--- src/rtl/memory_access_stage_pkg.sv ---
// Shared types and constants for the MEM pipeline stage.
package memory_access_stage_pkg;

    localparam int DEFAULT_WORD_WIDTH           = 32;
    localparam int DEFAULT_REGISTER_INDEX_WIDTH = 5;

    typedef enum logic {
        ST_IDLE = 1'b0,
        ST_WAIT = 1'b1
    } mem_state_e;

    localparam logic MEM_OP_LOAD  = 1'b0;
    localparam logic MEM_OP_STORE = 1'b1;

endpackage

--- src/rtl/memory_access_stage_load_aligner.sv ---
// Picks the addressed byte lane out of a cache read word and sign-extends it
// for byte loads; word loads pass through untouched.
module load_aligner
    import memory_access_stage_pkg::*;
#(
    parameter int WORD_WIDTH = DEFAULT_WORD_WIDTH
) (
    input  logic [WORD_WIDTH-1:0] rdata,
    input  logic [1:0]            byte_lane,
    input  logic                  is_byte,
    output logic [WORD_WIDTH-1:0] aligned_data
);

    logic [7:0] lane_byte;

    // Little-endian lanes: lane 0 is the least significant byte.
    always_comb begin
        lane_byte = rdata[7:0];
        unique case (byte_lane)
            2'd0: lane_byte = rdata[7:0];
            2'd1: lane_byte = rdata[15:8];
            2'd2: lane_byte = rdata[23:16];
            2'd3: lane_byte = rdata[31:24];
            default: lane_byte = rdata[7:0];
        endcase
    end

    always_comb begin
        if (is_byte) begin
            aligned_data = {{(WORD_WIDTH-8){lane_byte[7]}}, lane_byte};
        end else begin
            aligned_data = rdata;
        end
    end

endmodule

--- src/rtl/memory_access_stage.sv ---
// MEM pipeline stage: runs the data-cache handshake for loads and stores,
// stalls upstream while an access is outstanding and registers the WB bundle.
module memory_access_stage
    import memory_access_stage_pkg::*;
#(
    parameter int WORD_WIDTH           = DEFAULT_WORD_WIDTH,
    parameter int REGISTER_INDEX_WIDTH = DEFAULT_REGISTER_INDEX_WIDTH
) (
    input  logic                            clk,
    input  logic                            rst,
    input  logic                            active_in,
    input  logic [WORD_WIDTH-1:0]           instruction_in,
    input  logic [WORD_WIDTH-1:0]           alu_result_in,
    input  logic [WORD_WIDTH-1:0]           second_input_in,
    input  logic                            cu_mem_to_reg_in,
    input  logic                            cu_reg_write_in,
    input  logic [REGISTER_INDEX_WIDTH-1:0] destination_register_in,
    input  logic                            cu_d_cache_access_in,
    input  logic                            cu_d_cache_op_in,
    input  logic                            cu_is_byte_op_in,
    output logic                            d_cache_req,
    output logic                            d_cache_op,
    output logic [WORD_WIDTH-1:0]           d_cache_addr,
    output logic [WORD_WIDTH-1:0]           d_cache_wdata,
    output logic                            d_cache_byte,
    input  logic                            d_cache_ready,
    input  logic [WORD_WIDTH-1:0]           d_cache_rdata,
    output logic                            stall_out,
    output logic                            unlock,
    output logic                            wb_active_out,
    output logic                            wb_reg_write_out,
    output logic [REGISTER_INDEX_WIDTH-1:0] wb_destination_register_out,
    output logic [WORD_WIDTH-1:0]           wb_data_out,
    output logic [WORD_WIDTH-1:0]           wb_instruction_out
);

    mem_state_e state_q, state_d;

    logic                            req_op_q, req_op_d;
    logic                            req_byte_q, req_byte_d;
    logic [WORD_WIDTH-1:0]           req_addr_q, req_addr_d;
    logic [WORD_WIDTH-1:0]           req_wdata_q, req_wdata_d;
    logic [REGISTER_INDEX_WIDTH-1:0] req_rd_q, req_rd_d;
    logic                            req_reg_write_q, req_reg_write_d;
    logic                            req_mem_to_reg_q, req_mem_to_reg_d;
    logic [WORD_WIDTH-1:0]           req_instr_q, req_instr_d;

    logic                            wb_active_q, wb_active_d;
    logic                            wb_reg_write_q, wb_reg_write_d;
    logic [REGISTER_INDEX_WIDTH-1:0] wb_rd_q, wb_rd_d;
    logic [WORD_WIDTH-1:0]           wb_data_q, wb_data_d;
    logic [WORD_WIDTH-1:0]           wb_instr_q, wb_instr_d;
    logic                            unlock_q, unlock_d;

    logic                            accept_access;
    logic [WORD_WIDTH-1:0]           load_data;

    assign accept_access = (state_q == ST_IDLE) && active_in && cu_d_cache_access_in;

    load_aligner #(
        .WORD_WIDTH(WORD_WIDTH)
    ) u_load_aligner (
        .rdata       (d_cache_rdata),
        .byte_lane   (req_addr_q[1:0]),
        .is_byte     (req_byte_q),
        .aligned_data(load_data)
    );

    always_ff @(posedge clk) begin
        if (rst) begin
            state_q <= ST_IDLE;
        end else begin
            state_q <= state_d;
        end
    end

    always_comb begin
        state_d = state_q;
        unique case (state_q)
            ST_IDLE: if (accept_access) state_d = ST_WAIT;
            ST_WAIT: if (d_cache_ready) state_d = ST_IDLE;
            default: state_d = ST_IDLE;
        endcase
    end

    // Request fields come straight from the latches so they stay stable in WAIT.
    always_comb begin
        d_cache_req   = (state_q == ST_WAIT);
        stall_out     = (state_q == ST_WAIT) || accept_access;
        d_cache_op    = req_op_q;
        d_cache_byte  = req_byte_q;
        d_cache_wdata = req_wdata_q;
        d_cache_addr  = req_byte_q ? req_addr_q : {req_addr_q[WORD_WIDTH-1:2], 2'b00};
    end

    always_comb begin
        req_op_d         = req_op_q;
        req_byte_d       = req_byte_q;
        req_addr_d       = req_addr_q;
        req_wdata_d      = req_wdata_q;
        req_rd_d         = req_rd_q;
        req_reg_write_d  = req_reg_write_q;
        req_mem_to_reg_d = req_mem_to_reg_q;
        req_instr_d      = req_instr_q;
        wb_active_d      = 1'b0;
        wb_reg_write_d   = wb_reg_write_q;
        wb_rd_d          = wb_rd_q;
        wb_data_d        = wb_data_q;
        wb_instr_d       = wb_instr_q;
        unlock_d         = 1'b0;

        if (state_q == ST_IDLE) begin
            if (active_in && !cu_d_cache_access_in) begin
                wb_active_d    = 1'b1;
                wb_reg_write_d = cu_reg_write_in;
                wb_rd_d        = destination_register_in;
                wb_data_d      = alu_result_in;
                wb_instr_d     = instruction_in;
            end
            if (accept_access) begin
                req_op_d         = cu_d_cache_op_in;
                req_byte_d       = cu_is_byte_op_in;
                req_addr_d       = alu_result_in;
                req_wdata_d      = second_input_in;
                req_rd_d         = destination_register_in;
                req_reg_write_d  = cu_reg_write_in;
                req_mem_to_reg_d = cu_mem_to_reg_in;
                req_instr_d      = instruction_in;
            end
        end else if (d_cache_ready) begin
            unlock_d       = 1'b1;
            wb_active_d    = 1'b1;
            wb_reg_write_d = (req_op_q == MEM_OP_STORE) ? 1'b0 : req_reg_write_q;
            wb_rd_d        = req_rd_q;
            wb_instr_d     = req_instr_q;
            wb_data_d      = (req_op_q == MEM_OP_LOAD && req_mem_to_reg_q) ? load_data : req_addr_q;
        end
    end

    always_ff @(posedge clk) begin
        if (rst) begin
            req_op_q         <= MEM_OP_LOAD;
            req_byte_q       <= 1'b0;
            req_addr_q       <= '0;
            req_wdata_q      <= '0;
            req_rd_q         <= '0;
            req_reg_write_q  <= 1'b0;
            req_mem_to_reg_q <= 1'b0;
            req_instr_q      <= '0;
            wb_active_q      <= 1'b0;
            wb_reg_write_q   <= 1'b0;
            wb_rd_q          <= '0;
            wb_data_q        <= '0;
            wb_instr_q       <= '0;
            unlock_q         <= 1'b0;
        end else begin
            req_op_q         <= req_op_d;
            req_byte_q       <= req_byte_d;
            req_addr_q       <= req_addr_d;
            req_wdata_q      <= req_wdata_d;
            req_rd_q         <= req_rd_d;
            req_reg_write_q  <= req_reg_write_d;
            req_mem_to_reg_q <= req_mem_to_reg_d;
            req_instr_q      <= req_instr_d;
            wb_active_q      <= wb_active_d;
            wb_reg_write_q   <= wb_reg_write_d;
            wb_rd_q          <= wb_rd_d;
            wb_data_q        <= wb_data_d;
            wb_instr_q       <= wb_instr_d;
            unlock_q         <= unlock_d;
        end
    end

    assign unlock                      = unlock_q;
    assign wb_active_out               = wb_active_q;
    assign wb_reg_write_out            = wb_reg_write_q;
    assign wb_destination_register_out = wb_rd_q;
    assign wb_data_out                 = wb_data_q;
    assign wb_instruction_out          = wb_instr_q;

endmodule

--- config.mk ---
export PLATFORM = sky130hd
export DESIGN_NAME = memory_access_stage
export DESIGN_NICKNAME = d
export VERILOG_FILES = /design/src/rtl/memory_access_stage_pkg.sv /design/src/rtl/memory_access_stage_load_aligner.sv /design/src/rtl/memory_access_stage.sv
export SDC_FILE = /design/constraint.sdc
export NUM_CORES = 1
export LEC_CHECK = 0
export CORE_MARGIN = 2
export CORE_UTILIZATION = 40
export DETAILED_ROUTE_END_ITERATION = 10
export GPL_TIMING_DRIVEN = 0
export PLACE_DENSITY = 0.77
export SLEW_MARGIN = 10
export SYNTH_ARGS = -nofsm -noshare
export SYNTH_HDL_FRONTEND = slang
export SYNTH_SLANG_ARGS = --single-unit
--- constraint.sdc ---
create_clock -name clk -period 5.1 [get_ports clk]
set_clock_uncertainty 0.15 [all_clocks]
set_input_delay 1.02 -clock clk [delete_from_list [all_inputs] [get_ports clk]]
set_output_delay 1.02 -clock clk [all_outputs]
set_load 0.02 [all_outputs]
* Word-level counts from Yosys, hierarchy flattened
Index checks and enable logic that the tools add are counted.
** Cells by class
- Equality and inequality tests :: 4
- Bitwise gates (word level) :: 2
- Multiplexer cells :: 23
- Reductions and logical operators :: 11
** Operators by type and width (number)
- 32-bit two-way mux :: 8
- 8-bit case mux with 4 select lines :: 1
- 5-bit two-way mux :: 3
- 1-bit two-way mux :: 9
- 2-bit == test (second input constant) :: 2
- 1-bit logical AND :: 4
- 2-bit AND reduction :: 2
- 2-bit by 1-bit == test with 1-bit output (second input constant) :: 1
- 2-bit logical NOT :: 1
- 2-bit two-way mux :: 1
- 2-bit inequality test (second input constant) :: 1
- 1-bit inverter :: 2
- 1-bit case mux with 2 select lines :: 1
- 2-bit nonzero test :: 1
- 2-bit OR reduction :: 1
- 1-bit logical NOT :: 1
- 1-bit logical OR :: 1
** Storage, ports and cells
- Word-level logic and storage cells :: 55
- Input bits :: 142
- Register bits after elaboration :: 178
- Output and inout port bits :: 140

* Depth between registers and ports, before layout
- Depth in word-level cells :: 6
- Mapped depth :: 8
- Mapped depth without buffers :: 4

* Modules after synthesis
From an unflattened synthesis, not the netlist that was laid out.
** Second synthesis, totals
- Cell total of the unflattened synthesis :: 1004
- Area total of the unflattened synthesis :: 8660.8 µm²
** Modules (own cells, without submodules)
- memory_access_stage :: sequential area each 3563.4 µm², cells an instance 904, instances 1, area an instance 8007.7 µm²
- load_aligner :: sequential area each 0.0 µm², cells an instance 100, instances 1, area an instance 653.1 µm²

* Worst setup path before layout
No wires, ideal clock.
- Path type :: input to output
- Start :: in active_in
- End :: out stall_out
- Cell stages on the path :: 5
- Required time :: 3.930 ns
- Path slack :: 2.107 ns
- Data arrival time :: 1.823 ns
- Path buffers :: 2
- Cell sequence :: nand2b_4 > or2_2 > buf_2 > buf_2 > nand2b_1
** On the way
- Cells in the longest elaborated chain, start to end :: 3
** Ends and longest elaborated chain
- start: declaration :: RTL line memory_access_stage.sv:11 : input logic active_in,
- 1-bit logical AND (2 in a row) :: RTL line memory_access_stage.sv:58 : assign accept_access = (state_q == ST_IDLE) && active_in && cu_d_cache_access_in;
- 1-bit logical OR :: RTL line memory_access_stage.sv:89 : stall_out = (state_q == ST_WAIT) || accept_access;
- end: declaration :: RTL line memory_access_stage.sv:28 : output logic stall_out,
Every way passes these cells.

* Worst setup path in the final report
- Start :: in cu_d_cache_access_in
- End :: out stall_out
** On the way
- Cells in the longest elaborated chain, start to end :: 2
** Ends and longest elaborated chain
- start: declaration :: RTL line memory_access_stage.sv:18 : input logic cu_d_cache_access_in,
- 1-bit logical AND :: RTL line memory_access_stage.sv:58
- 1-bit logical OR :: RTL line memory_access_stage.sv:89
Every way passes these cells.

==> reports/summary.txt <==
CTS tree = done
Global-route wire length before repair = 40,510 µm
Mapped cell area = 7913 µm²
CORE AREA = 19,460 µm²
Utilization after layout = 59.74%
Post-synthesis sequential area ratio = 45.03%
Final hold slack = 0.3042 ns
DRC viols = 0
Worst R2R Setup Slack = 2.90 ns
Switch share = 28.45%
Internal = 2.558 mW
Iter 0 DRT Violations = 465
Count of cell types in the netlist = 38
Worst Path Max Fanout = 10
Post-Syn Instances = 920
Die area = 20,920 µm²
Area post-placement = 11,050 µm²
Final nets = 1,361
Vias in the first global route = 7,473
Syn nets = 1,062
Outcome = finished clean
Crit path required time = 3.93 ns
Setup TNS = 0 ns
Die width = 144.6 µm
F_max = 236.0 MHz
Period utilization = 83.10%
CTS buffer count = 17
FP Rows = 51
Resize count post-CTS = 0
CTS root buffer = clkbuf_16
Max-slew violations = 0
Die height = 144.6 µm
Part of the power in registers = 42.8%
Routed Antenna Nets = 0
Crit path kind = in -> out
Clock sinks = 178
Pre-antenna DRT Iters = 5
Pwr dens = 307.4 nW/µm²
Number of setup buffers added after CTS = 0
Number of fill cells = 1,733
Final cell count without fillers = 1,497
Detailed placer's ending HPWL = 20,160 µm
Starting Density = 40.66%
Synth-to-layout area growth = 46.95%
Fin area = 11,630 µm²
Worst slew pin tran = 0.7512 ns
#FFs+latches synth = 178
Share of flip-flops with an asynchronous set or reset = 0%
Avg WL per Cell = 17.91 µm
Switching Power = 1.017 mW
Setup repair after global routing missed its margin = no
Dominant cells by area after synthesis = dfxtp_1 45%, nand2_1 10%, a21oi_1 6.7%
Hold Crit Class = reg -> reg
Post-synth EDFFs = 0
Level count of the clock H-tree = 4
Crit end category = output pin
I/O pin count = 282
Leak = 4.159 nW
Worst Path Arrival = 3.07 ns
GRT Total Usage = 25.52%
Min Clock Period, post-route = 4.238 ns
Final setup fails = 0
Largest net degree at the start of global routing = 17
Peak supply drop = 231.5 µV
Drt total wl = 26,810 µm
Clock group share of total power = 37.0%
Vias post-DR = 7,690
Synth warn = 0
Initial antenna violation count = 1
Post-synth top area share = 45.03%
Startpoint types = input pin
Mean area per synthesized cell = 8.601 µm²
Area of the multi-input gates = 3711 µm²
Logic gate share of total power = 20.1%
Via-per-instance ratio = 5.137
Maximum root-to-sink buffer count = 2
Clock Latency Late Sink = 0.43 ns
Gpl congestion = 0.8682
Slew headroom = 49.92%
Area leader, netlist = dfxtp_1
FF/Latch Area = 3563 µm²
Share of cells above drive strength 1 = 10.71%
Final Hold Vio Count = 0
Grt ovf = 0
Antenna diode count = 0
# hold bufs at CTS = 0
Max-capacitance violation count = 0
Placed cell count = 1,465
Clk slew on worst S/H paths = 0.07 ns
Synth Flop Type = dfxtp_1
Port bufs = 280
-- layer usage --
metal  GRT usage [%]  vias up  share of wire (%)
met5               0        -                  0
met3           6.258       49                6.9
met2           42.55      270                 48
met1           31.76     3628                 42
li1                -     3743                  -
met4           10.07        0                3.0
-- registers in the layout (all words and copies together) (netlist names) --
register	count
wb_active_out	1
req_addr_q	32
wb_reg_write_out	1
wb_destination_register_out	5
wb_data_out	32
d_cache_byte	1
wb_instruction_out	32
d_cache_op	1
req_instr_q	32
d_cache_wdata	32
req_reg_write_q	1
unlock	1
req_mem_to_reg_q	1
d_cache_req	1
req_rd_q	5
-- final cells by class --
type,instances,area share [%]
Clock buffer,18,3.691
Buffer,110,5.391
Inverter,3,0.09685
Multi-Input combinational cell,629,31.92
Tap cell,265,2.852
Clock inverter,14,1.302
Sequential cell,178,30.65
Timing Repair Buffer,280,24.10
-- through the flow --
stage          power, mW  setup WS [ns]
2_1_floorplan      1.919          2.107
3_3_place_gp       2.271         0.8684
3_5_place_dp       2.282         0.8540
4_1_cts            3.595         0.8455
5_1_grt            3.709         0.7969
6_report           3.574         0.8619
-- cells in the mapped netlist, drive strengths merged, types with 2 or more instances --
master / count
mux2i: 37
a211oi: 37
o41ai: 7
mux2: 7
o311a: 6
nand3b: 8
nor2: 79
inv: 3
o221ai: 25
o21ai: 2
nand2: 218
clkbuf: 43
o32ai: 7
nand2b: 30
a21oi: 106
a311oi: 26
and2b: 19
dfxtp: 178
buf: 65
o21a: 2
nor2b: 7
-- worst paths after layout --
| kind | endpoint | startpoint | cells after the start |
|---|---|---|---|
| worst max-delay path | stall_out | cu_d_cache_access_in | 7 |
| worst max register to register | d_cache_wdata[27] | d_cache_req | 7 |
| worst min-delay path | d_cache_wdata[8] | d_cache_wdata[8] | 2 |
| worst min register to register | d_cache_wdata[8] | d_cache_wdata[8] | 2 |
-- kinds of logic after synthesis --
kind of cell	Yosys count	share of synthesized area (%)
AND/OR/NAND/NOR	364	19.92
AO/OA/AOI/OAI	220	21.02
flip-flops	178	45.03
buffers and inverters	113	8.064
multiplexers	45	5.961
-- power by group through the flow --
stage / combinational (mW) / sequential, mW / clock, mW
3_3_place_gp: 0.712 / 1.56 / 0
3_5_place_dp: 0.721 / 1.56 / 0
4_1_cts: 0.724 / 1.53 / 1.34
6_report: 0.720 / 1.53 / 1.32
5_1_grt: 0.773 / 1.54 / 1.40
2_1_floorplan: 0.293 / 1.63 / 0
-- worst max-delay path, cell delays in order --
cell,delay [ns]
clkdlybuf4s50_1,0.55
inv_1,0.07
or2_2,0.29
buf_2,0.20
buf_2,0.23
nand2b_1,0.09
clkdlybuf4s50_1,0.62
-- placed cells by master (no fill, tap or decap), types with 2 or more instances in the layout --
cell	synthesis	routed
clkdlybuf4s50_1	0	280
nand2_1	218	218
dfxtp_1	178	178
a21oi_1	106	106
nor2_1	79	79
clkbuf_1	43	44
mux2i_1	37	37
a211oi_1	37	37
buf_4	35	35
nand2b_1	29	29
a311oi_1	26	26
buf_2	25	25
o221ai_2	20	20
and2b_1	19	19
clkbuf_16	0	17
nand3b_1	8	8
nor2b_1	7	7
o32ai_1	7	7
mux2_2	6	6
o311a_1	6	6
o221ai_1	5	5
o41ai_2	5	5
inv_6	0	5
clkinv_2	0	4
inv_1	3	3
buf_12	2	2
o21a_1	2	2
o41ai_1	2	2
buf_1	2	2
bufinv_16	0	2
Note: power is estimated with default switching activity, not from simulation.
